## src/rtl/alu_pkg.sv

```systemverilog
// Shared opcode, state and flag definitions for the sequential ALU.
package alu_pkg;

    typedef enum logic [3:0] {
        CMD_ADD  = 4'h0,
        CMD_SHL  = 4'h1,
        CMD_SHR  = 4'h2,
        CMD_MOV  = 4'h3,
        CMD_OR   = 4'h4,
        CMD_XOR  = 4'h5,
        CMD_AND  = 4'h6,
        CMD_ADDI = 4'h7,
        CMD_BNE  = 4'h8,
        CMD_BEQ  = 4'h9,
        CMD_MOVI = 4'hA,
        CMD_MUL  = 4'hB,
        CMD_CLC  = 4'hC,
        CMD_CMP  = 4'hD,
        CMD_NOP  = 4'hF
    } alu_cmd_e;

    typedef enum logic [1:0] {
        IDLE  = 2'd0,
        SHIFT = 2'd1,
        MUL   = 2'd2
    } alu_state_e;

    // Registered status flags presented alongside the result.
    typedef struct packed {
        logic sc;
        logic zero;
        logic pari;
        logic equal;
    } alu_flags_t;

endpackage

```

## src/rtl/alu_seq_if.sv

```systemverilog
// Controller-to-ALU bundle: launch handshake, operands and registered results.
interface alu_seq_if #(
    parameter int unsigned WIDTH = 8,
    parameter int unsigned AMT_W = $clog2(WIDTH) + 1
);
    logic             start_i;
    logic [3:0]       cmd_i;
    logic [WIDTH-1:0] a_i;
    logic [WIDTH-1:0] b_i;
    logic [AMT_W-1:0] amt_i;
    logic             busy_o;
    logic             done_o;
    logic [WIDTH-1:0] rslt_o;
    logic [WIDTH-1:0] rslt_hi_o;
    logic             sc_o;
    logic             zero_o;
    logic             pari_o;
    logic             equal_o;

    modport master (
        output start_i, cmd_i, a_i, b_i, amt_i,
        input  busy_o, done_o, rslt_o, rslt_hi_o, sc_o, zero_o, pari_o, equal_o
    );

    modport slave (
        input  start_i, cmd_i, a_i, b_i, amt_i,
        output busy_o, done_o, rslt_o, rslt_hi_o, sc_o, zero_o, pari_o, equal_o
    );
endinterface

```

## src/rtl/alu_mul_iter.sv

```systemverilog
// Iterative unsigned shift-add multiplier, one multiplier bit per cycle.
// done_c/prod_c flag the final step combinationally so the owner can commit on that edge.
module alu_mul_iter #(
    parameter int unsigned WIDTH = 8
) (
    input  logic               clk,
    input  logic               rst_n,
    input  logic               start,
    input  logic [WIDTH-1:0]   a,
    input  logic [WIDTH-1:0]   b,
    output logic               busy,
    output logic               done_c,
    output logic [2*WIDTH-1:0] prod_c
);
    localparam int unsigned PW    = 2 * WIDTH;
    localparam int unsigned CNT_W = $clog2(WIDTH + 1);

    logic [PW-1:0]    mcand_q;
    logic [PW-1:0]    acc_q;
    logic [WIDTH-1:0] mplier_q;
    logic [CNT_W-1:0] cnt_q;
    logic             busy_q;

    // Partial product after consuming the current multiplier LSB.
    always_comb begin
        prod_c = acc_q + (mplier_q[0] ? mcand_q : '0);
        done_c = busy_q && (cnt_q == CNT_W'(1));
    end

    always_ff @(posedge clk or negedge rst_n) begin
        if (!rst_n) begin
            mcand_q  <= '0;
            acc_q    <= '0;
            mplier_q <= '0;
            cnt_q    <= '0;
            busy_q   <= 1'b0;
        end else if (start) begin
            mcand_q  <= PW'(a);
            acc_q    <= '0;
            mplier_q <= b;
            cnt_q    <= CNT_W'(WIDTH);
            busy_q   <= 1'b1;
        end else if (busy_q) begin
            acc_q    <= prod_c;
            mcand_q  <= mcand_q << 1;
            mplier_q <= mplier_q >> 1;
            cnt_q    <= cnt_q - CNT_W'(1);
            if (done_c) begin
                busy_q <= 1'b0;
            end
        end
    end

    assign busy = busy_q;

endmodule

```

## src/rtl/alu_seq.sv

```systemverilog
// Registered ALU with persistent carry, rotate-through-carry shifts and an
// iterative multiplier behind a start/busy/done handshake.
module alu_seq
    import alu_pkg::*;
#(
    parameter int unsigned WIDTH = 8,
    parameter int unsigned AMT_W = $clog2(WIDTH) + 1
) (
    input  logic      clk,
    input  logic      rst_n,
    alu_seq_if.slave  bus
);
    localparam int unsigned PW = 2 * WIDTH;

    alu_state_e       state_q, state_d;
    logic [WIDTH-1:0] rslt_q, rslt_d;
    logic [WIDTH-1:0] hi_q, hi_d;
    alu_flags_t       flags_q, flags_d;
    logic             done_q, done_d;
    logic             busy_q, busy_d;
    logic [WIDTH-1:0] sh_r_q, sh_r_d;
    logic             sh_c_q, sh_c_d;
    logic             sh_left_q, sh_left_d;
    logic [AMT_W-1:0] cnt_q, cnt_d;

    logic [WIDTH:0]   sum_c;
    logic [WIDTH-1:0] rot_r_c;
    logic             rot_c_c;
    logic             wr_rslt_c;
    logic             mul_start_c;
    logic             mul_busy;
    logic             mul_done_c;
    logic [PW-1:0]    mul_prod_c;

    alu_mul_iter #(
        .WIDTH (WIDTH)
    ) u_mul (
        .clk    (clk),
        .rst_n  (rst_n),
        .start  (mul_start_c),
        .a      (bus.a_i),
        .b      (bus.b_i),
        .busy   (mul_busy),
        .done_c (mul_done_c),
        .prod_c (mul_prod_c)
    );

    // One step of the (WIDTH+1)-bit rotate through the working carry.
    always_comb begin
        if (sh_left_q) begin
            {rot_c_c, rot_r_c} = {sh_r_q, sh_c_q};
        end else begin
            {rot_r_c, rot_c_c} = {sh_c_q, sh_r_q};
        end
    end

    always_comb begin
        state_d     = state_q;
        rslt_d      = rslt_q;
        hi_d        = hi_q;
        flags_d     = flags_q;
        done_d      = 1'b0;
        busy_d      = busy_q;
        sh_r_d      = sh_r_q;
        sh_c_d      = sh_c_q;
        sh_left_d   = sh_left_q;
        cnt_d       = cnt_q;
        wr_rslt_c   = 1'b0;
        mul_start_c = 1'b0;
        sum_c       = (WIDTH+1)'(bus.a_i) + (WIDTH+1)'(bus.b_i) + (WIDTH+1)'(flags_q.sc);

        unique case (state_q)
            IDLE: begin
                if (bus.start_i) begin
                    done_d = 1'b1;
                    case (bus.cmd_i)
                        CMD_ADD, CMD_ADDI: begin
                            {flags_d.sc, rslt_d} = sum_c;
                            hi_d      = '0;
                            wr_rslt_c = 1'b1;
                        end
                        CMD_OR, CMD_XOR, CMD_AND: begin
                            if (bus.cmd_i == CMD_OR) begin
                                rslt_d = bus.a_i | bus.b_i;
                            end else if (bus.cmd_i == CMD_XOR) begin
                                rslt_d = bus.a_i ^ bus.b_i;
                            end else begin
                                rslt_d = bus.a_i & bus.b_i;
                            end
                            flags_d.sc = 1'b0;
                            hi_d       = '0;
                            wr_rslt_c  = 1'b1;
                        end
                        CMD_BNE, CMD_BEQ, CMD_CMP: begin
                            flags_d.equal = (bus.a_i == bus.b_i);
                        end
                        CMD_CLC: begin
                            flags_d.sc = 1'b0;
                            hi_d       = '0;
                        end
                        CMD_SHL, CMD_SHR: begin
                            if (bus.amt_i == '0) begin
                                rslt_d    = bus.a_i;
                                hi_d      = '0;
                                wr_rslt_c = 1'b1;
                            end else begin
                                done_d    = 1'b0;
                                busy_d    = 1'b1;
                                state_d   = SHIFT;
                                sh_r_d    = bus.a_i;
                                sh_c_d    = flags_q.sc;
                                sh_left_d = (bus.cmd_i == CMD_SHL);
                                cnt_d     = bus.amt_i;
                            end
                        end
                        CMD_MUL: begin
                            done_d      = 1'b0;
                            busy_d      = 1'b1;
                            state_d     = MUL;
                            mul_start_c = 1'b1;
                        end
                        default: begin
                            // MOV, MOVI, NOP and unused encodings pass A through.
                            rslt_d     = bus.a_i;
                            flags_d.sc = 1'b0;
                            hi_d       = '0;
                            wr_rslt_c  = 1'b1;
                        end
                    endcase
                end
            end
            SHIFT: begin
                sh_r_d = rot_r_c;
                sh_c_d = rot_c_c;
                if (cnt_q == AMT_W'(1)) begin
                    rslt_d     = rot_r_c;
                    flags_d.sc = rot_c_c;
                    hi_d       = '0;
                    wr_rslt_c  = 1'b1;
                    done_d     = 1'b1;
                    busy_d     = 1'b0;
                    state_d    = IDLE;
                end else begin
                    cnt_d = cnt_q - AMT_W'(1);
                end
            end
            MUL: begin
                if (mul_done_c) begin
                    rslt_d     = mul_prod_c[WIDTH-1:0];
                    hi_d       = mul_prod_c[PW-1:WIDTH];
                    flags_d.sc = |mul_prod_c[PW-1:WIDTH];
                    wr_rslt_c  = 1'b1;
                    done_d     = 1'b1;
                    busy_d     = 1'b0;
                    state_d    = IDLE;
                end else if (!mul_busy) begin
                    // Engine idle without finishing: recover to IDLE rather than hang.
                    busy_d  = 1'b0;
                    state_d = IDLE;
                end
            end
            default: begin
                busy_d  = 1'b0;
                state_d = IDLE;
            end
        endcase

        if (wr_rslt_c) begin
            flags_d.zero = (rslt_d == '0);
            flags_d.pari = ^rslt_d;
        end
    end

    always_ff @(posedge clk or negedge rst_n) begin
        if (!rst_n) begin
            state_q   <= IDLE;
            rslt_q    <= '0;
            hi_q      <= '0;
            flags_q   <= '0;
            done_q    <= 1'b0;
            busy_q    <= 1'b0;
            sh_r_q    <= '0;
            sh_c_q    <= 1'b0;
            sh_left_q <= 1'b0;
            cnt_q     <= '0;
        end else begin
            state_q   <= state_d;
            rslt_q    <= rslt_d;
            hi_q      <= hi_d;
            flags_q   <= flags_d;
            done_q    <= done_d;
            busy_q    <= busy_d;
            sh_r_q    <= sh_r_d;
            sh_c_q    <= sh_c_d;
            sh_left_q <= sh_left_d;
            cnt_q     <= cnt_d;
        end
    end

    assign bus.busy_o    = busy_q;
    assign bus.done_o    = done_q;
    assign bus.rslt_o    = rslt_q;
    assign bus.rslt_hi_o = hi_q;
    assign bus.sc_o      = flags_q.sc;
    assign bus.zero_o    = flags_q.zero;
    assign bus.pari_o    = flags_q.pari;
    assign bus.equal_o   = flags_q.equal;

endmodule

```

## src/flat_wrapper.sv

```systemverilog
// flat-port wrapper written by rule: the top's interface ports become plain ports
module alu_seq_flat import alu_pkg::*;
#(
    parameter int unsigned WIDTH = 8,
    parameter int unsigned AMT_W = $clog2(WIDTH) + 1
)
  (clk, rst_n, bus_start_i, bus_cmd_i, bus_a_i, bus_b_i, bus_amt_i, bus_busy_o, bus_done_o, bus_rslt_o, bus_rslt_hi_o, bus_sc_o, bus_zero_o, bus_pari_o, bus_equal_o);
  alu_seq_if #(.WIDTH(WIDTH), .AMT_W(AMT_W)) bus_i ();
  input  logic clk;
  input  logic rst_n;
  input wire logic [$bits(bus_i.start_i)-1:0] bus_start_i;
  input wire logic [$bits(bus_i.cmd_i)-1:0] bus_cmd_i;
  input wire logic [$bits(bus_i.a_i)-1:0] bus_a_i;
  input wire logic [$bits(bus_i.b_i)-1:0] bus_b_i;
  input wire logic [$bits(bus_i.amt_i)-1:0] bus_amt_i;
  output wire logic [$bits(bus_i.busy_o)-1:0] bus_busy_o;
  output wire logic [$bits(bus_i.done_o)-1:0] bus_done_o;
  output wire logic [$bits(bus_i.rslt_o)-1:0] bus_rslt_o;
  output wire logic [$bits(bus_i.rslt_hi_o)-1:0] bus_rslt_hi_o;
  output wire logic [$bits(bus_i.sc_o)-1:0] bus_sc_o;
  output wire logic [$bits(bus_i.zero_o)-1:0] bus_zero_o;
  output wire logic [$bits(bus_i.pari_o)-1:0] bus_pari_o;
  output wire logic [$bits(bus_i.equal_o)-1:0] bus_equal_o;
  assign bus_i.start_i = bus_start_i;
  assign bus_i.cmd_i = bus_cmd_i;
  assign bus_i.a_i = bus_a_i;
  assign bus_i.b_i = bus_b_i;
  assign bus_i.amt_i = bus_amt_i;
  assign bus_busy_o = bus_i.busy_o;
  assign bus_done_o = bus_i.done_o;
  assign bus_rslt_o = bus_i.rslt_o;
  assign bus_rslt_hi_o = bus_i.rslt_hi_o;
  assign bus_sc_o = bus_i.sc_o;
  assign bus_zero_o = bus_i.zero_o;
  assign bus_pari_o = bus_i.pari_o;
  assign bus_equal_o = bus_i.equal_o;
  alu_seq #(.WIDTH(WIDTH), .AMT_W(AMT_W)) u_core (.clk(clk), .rst_n(rst_n), .bus(bus_i));
endmodule
```

## config.mk

```make
export PLATFORM = sky130hd
export DESIGN_NAME = alu_seq_flat
export DESIGN_NICKNAME = d
export VERILOG_FILES = /design/src/rtl/alu_pkg.sv /design/src/rtl/alu_seq_if.sv /design/src/rtl/alu_mul_iter.sv /design/src/rtl/alu_seq.sv /design/src/flat_wrapper.sv
export SDC_FILE = /design/constraint.sdc
export NUM_CORES = 1
export LEC_CHECK = 0
export CORE_ASPECT_RATIO = 1.75
export CORE_MARGIN = 1.5
export CORE_UTILIZATION = 50
export CTS_CLUSTER_DIAMETER = 100
export DETAILED_ROUTE_END_ITERATION = 6
export GPL_TIMING_DRIVEN = 0
export PLACE_DENSITY = 0.77
export REMOVE_ABC_BUFFERS = 1
export SYNTH_ARGS = -nofsm -noshare
export SYNTH_HDL_FRONTEND = slang
export SYNTH_SLANG_ARGS = --single-unit
```

## constraint.sdc

```tcl
create_clock -name clk -period 8.44 [get_ports clk]
set_input_delay 1.266 -clock clk [delete_from_list [all_inputs] [get_ports clk]]
set_output_delay 1.266 -clock clk [all_outputs]
set_load 0.01 [all_outputs]
```

* Yosys cells after proc, flatten, opt, wreduce, memory -nomap -nowiden
Index checks and enable logic that the tools add are counted.
** Operators by class
- Magnitude comparators :: 0
- Reductions and logical operators :: 24
- Multipliers :: 0
- Equal/unequal tests :: 28
- Mux-type cells :: 72
- Shift operators :: 0
- Add/sub/neg operators :: 5
- Bitwise gates (word level) :: 4
- Div/mod/pow operators :: 0
** Operators by type and width (number)
- 8-bit two-way mux :: 16
- 16-bit two-way mux :: 5
- 8-bit one-hot mux with 3 select lines :: 2
- 8-bit one-hot mux with 2 select lines :: 2
- 8-bit one-hot mux with 4 select lines :: 1
- 4-bit two-way mux :: 6
- 1-bit two-way mux :: 23
- 4-bit == test (second input constant) :: 5
- 16-bit adder :: 1
- 4-bit by 3-bit == test with 1-bit output (second input constant) :: 4
- 5-bit AND reduction :: 3
- 4-bit by 1-bit == test with 1-bit output (second input constant) :: 3
- 2-bit inequality test (second input constant) :: 6
- 1-bit one-hot mux with 3 select lines :: 4
- 2-bit two-way mux :: 5
- 1-bit one-hot mux with 2 select lines :: 5
- 8-bit by 8-bit adder with 9-bit output :: 1
- 9-bit by 1-bit adder with 9-bit output :: 1
- 8-bit AND :: 1
- 8-bit == test :: 1
- 4-bit logical NOT :: 2
- 8-bit logical NOT :: 1
- 8-bit OR :: 1
- 4-bit one-hot mux with 2 select lines :: 1
- other kinds (25) :: 33
** Word-level totals
- Input bits :: 27
- Output and inout port bits :: 22
- Bits in read-only memories :: 0
- RAM bits :: 0
- Bits in latches :: 0
- Word-level logic and storage cells :: 151
- Register bits after elaboration :: 83
- Memories :: 0

* Depth between registers and ports, before layout
- Word-level depth :: 7
- Depth in mapped cells :: 15
- Mapped depth without buffers :: 15

* Modules after synthesis
From an unflattened synthesis, not the netlist that was laid out.
** Unflattened totals
- Cell total of the unflattened synthesis :: 740
- Area, all modules :: 6520.0 µm²
** Modules (own cells, without submodules)
- alu_seq :: area an instance 3583.4 µm², sequential area each 950.9 µm², cells each 429, instances 1
- alu_mul_iter :: area an instance 2936.6 µm², sequential area each 1126.1 µm², cells each 311, instances 1

* Worst setup path after synthesis
No wires, ideal clock.
- Kind :: in2reg
- From :: in bus_b_i[0]
- To :: reg u_core.flags_q (netlist bit u_core.bus.pari_o)
- Path buffers :: 0
- Library setup time :: 0.136 ns
- Setup slack :: 4.557 ns
- Data arrival time :: 3.748 ns
- Cell stages on the path :: 15
- Data required time :: 8.304 ns
- Cell sequence :: fa_1 inv_1 fa_1 nor2b_1 o21ai_0 a21boi_0 o21a_1 o21a_1 o31ai_1 a221oi_1 o21a_1 ha_1 xnor2_1 xnor2_1 a21oi_1
** On the way
- Longest elaborated chain between the ends :: 7
- Elaborated cells on any way between the ends :: 11
- Classes of those cells :: add/sub (2); mux (5); bitwise (3); reduce/logical (1)
** RTL lines
- start: declaration :: line flat_wrapper.sv:14 : input wire logic [$bits(bus_i.b_i)-1:0] bus_b_i;
- parallel branches: the longest is 3 deep, another holds 8-bit by 8-bit adder with 9-bit output
- 8-bit one-hot mux with 4 select lines * :: line alu_seq.sv:76 : case (bus.cmd_i)
- 8-bit two-way mux * :: line alu_seq.sv:74 : if (bus.start_i) begin
- 8-bit one-hot mux with 3 select lines * :: line alu_seq.sv:72 : unique case (state_q)
- 8-bit parity * :: line alu_seq.sv:170 : flags_d.pari = ^rslt_d;
- end signal: assignment :: line alu_seq.sv:190 : flags_q <= flags_d;
- end: declaration :: line alu_seq.sv:18 : alu_flags_t flags_q, flags_d;
Mark *: on every way between the ends.
A chain may end at the register's enable or synchronous reset.

* Worst setup path after layout
- From :: in bus_a_i[0]
- To :: reg u_core.flags_q (netlist bit u_core.bus.pari_o)
** On the way
- Longest elaborated chain between the ends :: 7
- Elaborated cells on any way between the ends :: 12
- Classes of those cells :: add/sub (2); mux (6); bitwise (3); reduce/logical (1)
** RTL lines
- start: declaration :: line flat_wrapper.sv:13 : input wire logic [$bits(bus_i.a_i)-1:0] bus_a_i;
- parallel branches: the longest is 3 deep, another holds 8-bit by 8-bit adder with 9-bit output
- 8-bit one-hot mux with 4 select lines * :: line alu_seq.sv:76
- 8-bit two-way mux * :: line alu_seq.sv:74
- 8-bit one-hot mux with 3 select lines * :: line alu_seq.sv:72
- 8-bit parity * :: line alu_seq.sv:170
Marks and branches as above.

==> results_dict.tcl <==
set metrics [dict create \
    r2r_start "u_core.u_mul.mplier_q[0]" \
    ys_warn_count 0 \
    hold_violations 0 \
    synth_flop_cell "dfrtp_1" \
    gp_congestion 0.885 \
    seqPwrFrac 0.335 \
    finalPower_w 0.00210 \
    hold_depth 2 \
    grt.total_usage 0.248 \
    setup_tns_ps 0 \
    grt_max_degree 56 \
    critPathKind "in2reg" \
    clock-root-buffer "clkbuf_16" \
    p_switching_w 0.000876 \
    ff2ff_setup_slack_ps 4710 \
    cp-end-kind "flip-flop" \
    cts_setup_buffers 0 \
    critical_path_peak_fanout 6 \
    core_area_um2 11500 \
    routedWlPerCell_um 17.6 \
    fmax_ghz 0.212 \
    start_util 0.509 \
    clock-sinks 83 \
    synth_compound_area_frac 0.205 \
    hold_buffers 0 \
    finalClockSkew_ps 3.97 \
    clockBufferDepth 2 \
    vias_per_cell 6.02 \
    syn_to_final_growth_pct 14.5 \
    pwr-share-clk 0.173 \
    die-area_um2 12300 \
    status "complete, no violations" \
    synth-xor-area-share 0.0346 \
    required_ps 8650 \
    cts_tree "yes" \
    vias 4998 \
    yosysSeqAreaShare 0.357 \
    num_io_pins 49 \
    ant_nets 0 \
    rsz0062_at_grt "false" \
    synth_edf_count 0 \
    synth-adder-area-share 0.103 \
    p_per_area_nw_per_um2 315 \
    cts_made_buffers 9 \
    drc 0 \
    hold_class "reg2reg" \
    synth-simple-area-share 0.163 \
    async_flop_share 1.00 \
    slew_violations 0 \
    ir_drop_uv 165 \
    yosys_register_bits 83 \
    syn_area_um2 5820 \
    dp_hpwl_mm 11.1 \
    drive_above_1_share 0.0460 \
    synth.area.mux_share 0.0879 \
    die_x_um 84.6 \
    insertedDiodeCount 0 \
    startpoint_type "primary input" \
    grt_antenna_before_repair 0 \
    drt_iter0_markers 332 \
    yosysUniqueCellTypes 63 \
    num_rows 52 \
    p_comb_frac 0.491 \
    min_period_ps 4710 \
    multi_input_area_um2 3460 \
    htreeDepth 3 \
    leakage_nw 3.04 \
    power.internal_w 0.00122 \
    drv_cap 0 \
    clk_transition_reported_paths_ps 60 \
    worstPathArrival_ps 4920 \
    worst-r2r-cell-count 13 \
    ff_latch_area_um2 2080 \
    nets 765 \
    setup-violations-final 0 \
    synth_top_family_by_area "compound AO/OA/AOI/OAI gates" \
    synth.avg_cell_area_um2 8.77 \
    grt_pass1_wl_mm 24.2 \
    crit_end "u_core.bus.pari_o" \
    syn_inst 664 \
    dr.pass1.iters 5 \
    cts_resized 0 \
    setup.worst_path.start "bus_a_i[0]" \
    overflow 0 \
    portBuffers 48 \
    fillers 1004 \
    reg2reg_to "u_core.bus.pari_o" \
    wirelength_mm 14.6 \
    die_height_um 146 \
    slew-limit-headroom 0.421 \
    worst_pin_slew_ps 869 \
    period_share 0.558 \
    swShare 0.417 \
    clk_latency_ps 340 \
    grt_pass1_vias 4852 \
]
-- flip-flops by register name (all words and copies together) (netlist names), 2 cells and up --
register	cells
u_core.bus.rslt_hi_o	8
u_core.bus.rslt_o	8
u_core.cnt_q	4
u_core.sh_r_q	8
u_core.state_q	2
u_core.u_mul.acc_q	16
u_core.u_mul.cnt_q	4
u_core.u_mul.mcand_q	16
u_core.u_mul.mplier_q	8
-- layout by cell type (no fill, tap or decap), types with 6 or more instances in the layout --
| cell | count |
|---|---|
| a21o_1 | 9 |
| a21oi_1 | 26 |
| and2_1 | 18 |
| clkbuf_16 | 9 |
| clkdlybuf4s50_1 | 47 |
| dfrtp_1 | 82 |
| ha_1 | 43 |
| inv_1 | 36 |
| mux2i_1 | 50 |
| nand2_1 | 81 |
| nand3_1 | 11 |
| nor2_1 | 58 |
| nor2b_1 | 6 |
| nor3_1 | 11 |
| o21a_1 | 12 |
| o21ai_0 | 68 |
| o21ai_1 | 8 |
| xnor2_1 | 19 |
-- per-layer routing --
metal  share of wire  GRT usage  up-vias
li1                -          -     2401
met1            0.39      0.302     2360
met2            0.51      0.419      195
met3           0.051     0.0335       42
met4           0.045      0.133        0
met5               0          0        -
-- synthesized netlist by cell type (all sizes together) (2+ instances only) --
master / count / area (um^2)
and2: 18 / 113
nand4: 2 / 12.5
or3: 3 / 18.8
nor4: 4 / 31.3
a41oi: 2 / 17.5
mux2i: 50 / 500
a221oi: 3 / 26.3
a21o: 10 / 76.3
ha: 43 / 538
o21a: 12 / 90.1
nand2: 81 / 304
clkbuf: 24 / 90.1
o31ai: 3 / 22.5
o21bai: 2 / 15.0
xnor2: 19 / 166
xor2: 4 / 35.0
nand3: 11 / 55.1
a31oi: 3 / 18.8
a22oi: 4 / 30.0
a21oi: 26 / 130
nor3: 12 / 65.1
nor2b: 6 / 37.5
buf: 9 / 53.8
a41o: 2 / 20.0
fa: 3 / 60.1
o211ai: 4 / 30.0
inv: 37 / 139
nand3b: 2 / 15.0
a211oi: 6 / 50.1
a222oi: 5 / 50.1
o221ai: 3 / 26.3
nand2b: 3 / 18.8
nor3b: 2 / 25.0
o21ai: 76 / 380
or4: 3 / 22.5
nor2: 59 / 221
dfrtp: 83 / 2080
a22o: 6 / 53.8
o22ai: 5 / 37.5
-- area by class of cell --
cell class / instances / share of cell area
multi-input cells: 510 / 0.519
clock buffers: 12 / 0.0385
clock inverters: 2 / 0.00188
well taps: 135 / 0.0253
repair buffers: 51 / 0.0829
inverters: 37 / 0.0208
flip-flops and latches: 83 / 0.312
-- stage by stage --
step | utilization | cell area [um^2] | hold slack [ps] | setup slack, ps | std cells
after floorplan | - | 5670 | 470 | 4560 | 630
after global placement | 0.552 | 6320 | 470 | 2670 | 813
after detailed placement | 0.559 | 6400 | 476 | 3490 | 816
after CTS | 0.582 | 6670 | 489 | 3820 | 830
after global routing | 0.582 | 6670 | 508 | 3540 | 830
final | 0.582 | 6670 | 487 | 3730 | 830
-- cell families (layout without fill, tap and decap cells) --
kind of cell	after synthesis	in the layout
xor gates and xnor gates	23	23
buffers and inverters	71	102
DFF	83	83
muxes	51	51
AOI/OAI and AO/OA	182	182
adders and majority gates	46	46
and+or+nand+nor	208	208
-- power by group through the flow --
stage | Combinational [W] | Sequential (W) | Clock (W)
detailed placement | 0.00102 | 0.000708 | 0
global placement | 0.000963 | 0.000724 | 0
global route | 0.00115 | 0.000726 | 0.000386
floorplan | 0.000699 | 0.000701 | 0
finish | 0.00103 | 0.000704 | 0.000364
CTS | 0.00103 | 0.000702 | 0.000370
-- worst min path at each step --
stage / slack, ps / from / endpoint
after global routing: 510 / u_core.bus.rslt_hi_o[0] / u_core.bus.rslt_hi_o[0]
after floorplan: 470 / u_core.sh_c_q / u_core.sh_c_q
after detailed placement: 480 / u_core.bus.rslt_hi_o[0] / u_core.bus.rslt_hi_o[0]
after global placement: 470 / u_core.bus.rslt_hi_o[7] / u_core.bus.rslt_hi_o[7]
after CTS: 490 / u_core.bus.rslt_hi_o[0] / u_core.bus.rslt_hi_o[0]
final: 490 / u_core.bus.rslt_hi_o[0] / u_core.bus.rslt_hi_o[0]
-- critical path, stage by stage --
cell and delay [ps]:
clkdlybuf4s50_1 570, fa_1 460, inv_1 80, fa_1 200, nor2b_1 50, o21ai_0 240
a21boi_0 170, o21a_1 210, o21a_1 190, o31ai_1 330, a221oi_1 220, o21a_1 220
ha_1 300, xnor2_1 180, xnor2_1 140, a21oi_1 90
Note: power is estimated with default switching activity, not from simulation.
==> patch 1: new RTL, same flow settings <==
`WIDTH` is set to 8 in 4 places; all go to 16.
--- a/src/rtl/alu_seq_if.sv
+++ b/src/rtl/alu_seq_if.sv
@@ -1,5 +1,5 @@
 // Controller-to-ALU bundle: launch handshake, operands and registered results.
 interface alu_seq_if #(
-    parameter int unsigned WIDTH = 8,
+    parameter int unsigned WIDTH = 16,
     parameter int unsigned AMT_W = $clog2(WIDTH) + 1
 );
--- a/src/rtl/alu_mul_iter.sv
+++ b/src/rtl/alu_mul_iter.sv
@@ -2,5 +2,5 @@
 // done_c/prod_c flag the final step combinationally so the owner can commit on that edge.
 module alu_mul_iter #(
-    parameter int unsigned WIDTH = 8
+    parameter int unsigned WIDTH = 16
 ) (
     input  logic               clk,
--- a/src/rtl/alu_seq.sv
+++ b/src/rtl/alu_seq.sv
@@ -4,5 +4,5 @@
     import alu_pkg::*;
 #(
-    parameter int unsigned WIDTH = 8,
+    parameter int unsigned WIDTH = 16,
     parameter int unsigned AMT_W = $clog2(WIDTH) + 1
 ) (
--- a/src/flat_wrapper.sv
+++ b/src/flat_wrapper.sv
@@ -2,5 +2,5 @@
 module alu_seq_flat import alu_pkg::*;
 #(
-    parameter int unsigned WIDTH = 8,
+    parameter int unsigned WIDTH = 16,
     parameter int unsigned AMT_W = $clog2(WIDTH) + 1
 )
Interface: changed (5 resized); port bits go from 49 to 82. The function was not compared with the original's and may differ.
==> patch 1 against the original RTL <==
Sequential share of layout area fell by 2.1 points. Via count up 100%. Sequential cell count rose by 66. Count of clock-buffer cells in the layout is 8 higher. Largest power group unchanged. Setup slack got worse by 1.1 ns. Area after synthesis up 92%. Non-clock buffer count grew 36. Sequential power grew 86%. Core utilization is essentially flat. Final area grew 93%. Total power rose by 99%. Clock skew rose by 0.0071 ns. Wire length is 130% higher.
==> patch 1: results (changes against the original RTL) <==
Power and ir drop
The cell leakage power is 5.90 nW (+94%). The worst ir drop on vdd is 0.000168 V (+1.9%). The power density of the placed cells was 325 mW/mm^2 (+3.3%). The clock network power consumption is 0.762 mW (+110%). The switching power is 1.82 mW (+110%). The total combinational power is 2.11 mW (+100%).

Worst setup path
The timing startpoint of the critical path is bus_cmd_i[1]. The delay of the slowest cell on the worst path is 1.01 ns (+0.44 ns).

STA
The worst clock skew on the final layout was 0.0111 ns (+0.00713 ns). The final critical-path share of the clock period is 69.1% (+13 points). The worst slew slack as a fraction of its limit is 11.5% (-31 points).

Route
The met3 wire length is 1.52 mm (+110%). The total length of routed met2 wires was 17.0 mm (+130%). The average via count per standard cell is 6.12 (+1.6%).

Placed design
The count of placed standard cells including taps is 1632 (+100%). The number of port buffers was 81 (+69%). The global placement routability congestion was 0.951 (+7.6%). The cell area after placement is 0.0123 mm^2 (+92%).

Yosys
By area the synthesized netlist is led by sky130_fd_sc_hd__dfrtp_1 (33%), sky130_fd_sc_hd__ha_1 (8.8%), sky130_fd_sc_hd__mux2i_1 (8.4%). The distinct cell type count of the synthesized netlist came to 75 (+19%). The adder-cell area share of the yosys netlist is 9.36% (-0.91 points). The multiplexer fraction of the synthesized cell area was 9.91% (+1.1 points). The xor and xnor area share after synthesis is 3.52% (+0.061 points). The average footprint of a synthesized cell is 8.52 um^2 (-2.8%).

Global routing
The met2 routing resource usage after global routing came to 51.4% (+9.6 points). The via count of the first global-routing pass is 10.3k (+110%). The global-route wire length before repair is 53.0 mm (+120%).

Run status
The flow ran to the end, and the final reports show no timing, DRC or antenna violations.

Clock network
The source-to-sink clock delay at the later pin of the worst-skew pair is 0.44 ns (+0.10 ns).

Final layout
The fraction of layout instances using a drive strength above 1 was 5.48% (+0.88 points). The final instance count without filler cells is 1664 (+100%). The largest registers in the layout are u_core.u_mul.acc_q: 32 flops, u_core.u_mul.mcand_q: 32 flops. The net count of the finished layout is 1481 (+94%).
==> patch 1: final cells by class <==
| cell class | count | area, um^2 |
|---|---|---|
| clock inverter | 12 | 129 |
| fill | 1949 | 9210 |
| sequential | 149 | 3730 |
| inverter | 61 | 229 |
| tap | 296 | 370 |
| timing repair buffer | 87 | 957 |
| clock buffer | 20 | 447 |
| multi-input combinational | 1039 | 7000 |
==> patch 1: worst min path at each step <==
stage / from / end / slack, ns / depth (start not counted)
after floorplan: u_core.sh_c_q / u_core.sh_c_q / 0.46 / 2
after global placement: u_core.bus.rslt_hi_o[3] / u_core.bus.rslt_hi_o[3] / 0.47 / 2
after detailed placement: u_core.bus.rslt_hi_o[9] / u_core.bus.rslt_hi_o[9] / 0.47 / 2
after CTS: u_core.bus.rslt_hi_o[9] / u_core.bus.rslt_hi_o[9] / 0.49 / 2
after global routing: u_core.bus.rslt_hi_o[9] / u_core.bus.rslt_hi_o[9] / 0.52 / 2
final: u_core.bus.rslt_hi_o[9] / u_core.bus.rslt_hi_o[9] / 0.49 / 2
==> patch 2: new RTL, config.mk and constraints unchanged <==
Without the edit above. The 3 states of `alu_state_e` get a one-hot encoding in 3 bits.
--- a/src/rtl/alu_pkg.sv
+++ b/src/rtl/alu_pkg.sv
@@ -20,8 +20,8 @@
     } alu_cmd_e;
 
-    typedef enum logic [1:0] {
-        IDLE  = 2'd0,
-        SHIFT = 2'd1,
-        MUL   = 2'd2
+    typedef enum logic [2:0] {
+        IDLE  = 3'b001,
+        SHIFT = 3'b010,
+        MUL   = 3'b100
     } alu_state_e;
 
Function: same outputs for any inputs over 4 cycles, from zero or initial values and one cycle with rst_n low; so few cycles prove little.
==> patch 2 against the original RTL <==
Sequential cell count is 1 higher. Combinational power down 33%. Setup slack got worse by 0.057 ns. Total power fell by 18%. Final area shrank 0.21%. Area after synthesis decreased by 0.90%. Highest routed layer unchanged. Wire length increased by 4.6%. Clock power grew 12%. Critical path depth decreased by 3. Sequential share of layout area grew 0.46 points.
==> patch 2: results (changes against the original RTL) <==
Global routing
The met2 routing resource usage after global routing is 46.4% (+4.6 points). The met1 usage came to 31.2% (+0.91 points). The global-route wire length before repair came to 25.9 mm (+7.1%). The pin count of the biggest net entering global routing is 50 (-11%). The via count of the first global-routing pass was 5116 (+5.4%). The global routing met3 resource utilization came to 3.75% (+0.41 points).

Power and ir drop
The overall power of the completed layout is 1.73 mW (-18%). The worst ir drop on vdd was 0.000170 V (+3.0%). The internal cell power is 1.08 mW (-12%).

The clock network power consumption is 0.406 mW (+12%).

STA
The worst clock skew on the final layout is 0.0109 ns (+0.00696 ns). The final hold slack is 0.482 ns (-0.00483 ns).

Yosys
In the post-synthesis netlist, the biggest area contributors are sky130_fd_sc_hd__dfrtp_1 (36%), sky130_fd_sc_hd__ha_1 (8.5%), sky130_fd_sc_hd__mux2i_1 (8.2%). The adder-cell area share of the yosys netlist is 9.49% (-0.77 points). The distinct cell type count of the synthesized netlist was 68 (+7.9%). The cell count after synthesis is 645 (-2.9%).

Worst setup path
The data arrival time of the worst path is 4.99 ns (+0.07 ns). The delay of the slowest cell on the worst path came to 0.93 ns (+0.36 ns). In this run the critical register-to-register path is launched from u_core.state_q[1]. The maximum fanout along the worst path came to 19 (+13).

Worst hold path
The worst hold path begins at u_core.bus.pari_o.

Route
The initial DRC count came to 368 (+11%). The total length of routed met2 wires is 8.03 mm (+7.3%).

Final layout
The final instance count without filler cells is 818 (-1.4%). The fraction of layout instances using a drive strength above 1 is 6.27% (+1.7 points).

Placed design
The cell area after placement is 0.00635 mm^2 (-0.74%). The global placement routability congestion is 0.892 (+0.79%).

Run status
The run finished with clean final reports.
patch 2: cell count changes after synthesis, moves of 4 or more:
cell / change
sky130_fd_sc_hd__o21ai_1: -8
sky130_fd_sc_hd__a211oi_1: +5
sky130_fd_sc_hd__nand2_1: -13
sky130_fd_sc_hd__nand3_1: -5
sky130_fd_sc_hd__a21o_1: -5
sky130_fd_sc_hd__o21ai_0: -5
sky130_fd_sc_hd__nor2_1: +9
sky130_fd_sc_hd__ha_1: -4
sky130_fd_sc_hd__clkbuf_1: -6
sky130_fd_sc_hd__xnor2_1: -4
sky130_fd_sc_hd__xor2_1: +5
sky130_fd_sc_hd__o21a_1: -10
sky130_fd_sc_hd__o211ai_1: +4
sky130_fd_sc_hd__a21oi_1: +10
patch 2: layout make-up:
cell class | count | area, um^2
Fill cell | 989 | 4510
Multi-Input combinational cell | 498 | 3390
Sequential cell | 84 | 2100
Timing Repair Buffer | 52 | 557
Clock buffer | 11 | 243
Tap cell | 132 | 165
Inverter | 36 | 135
Clock inverter | 5 | 60.1
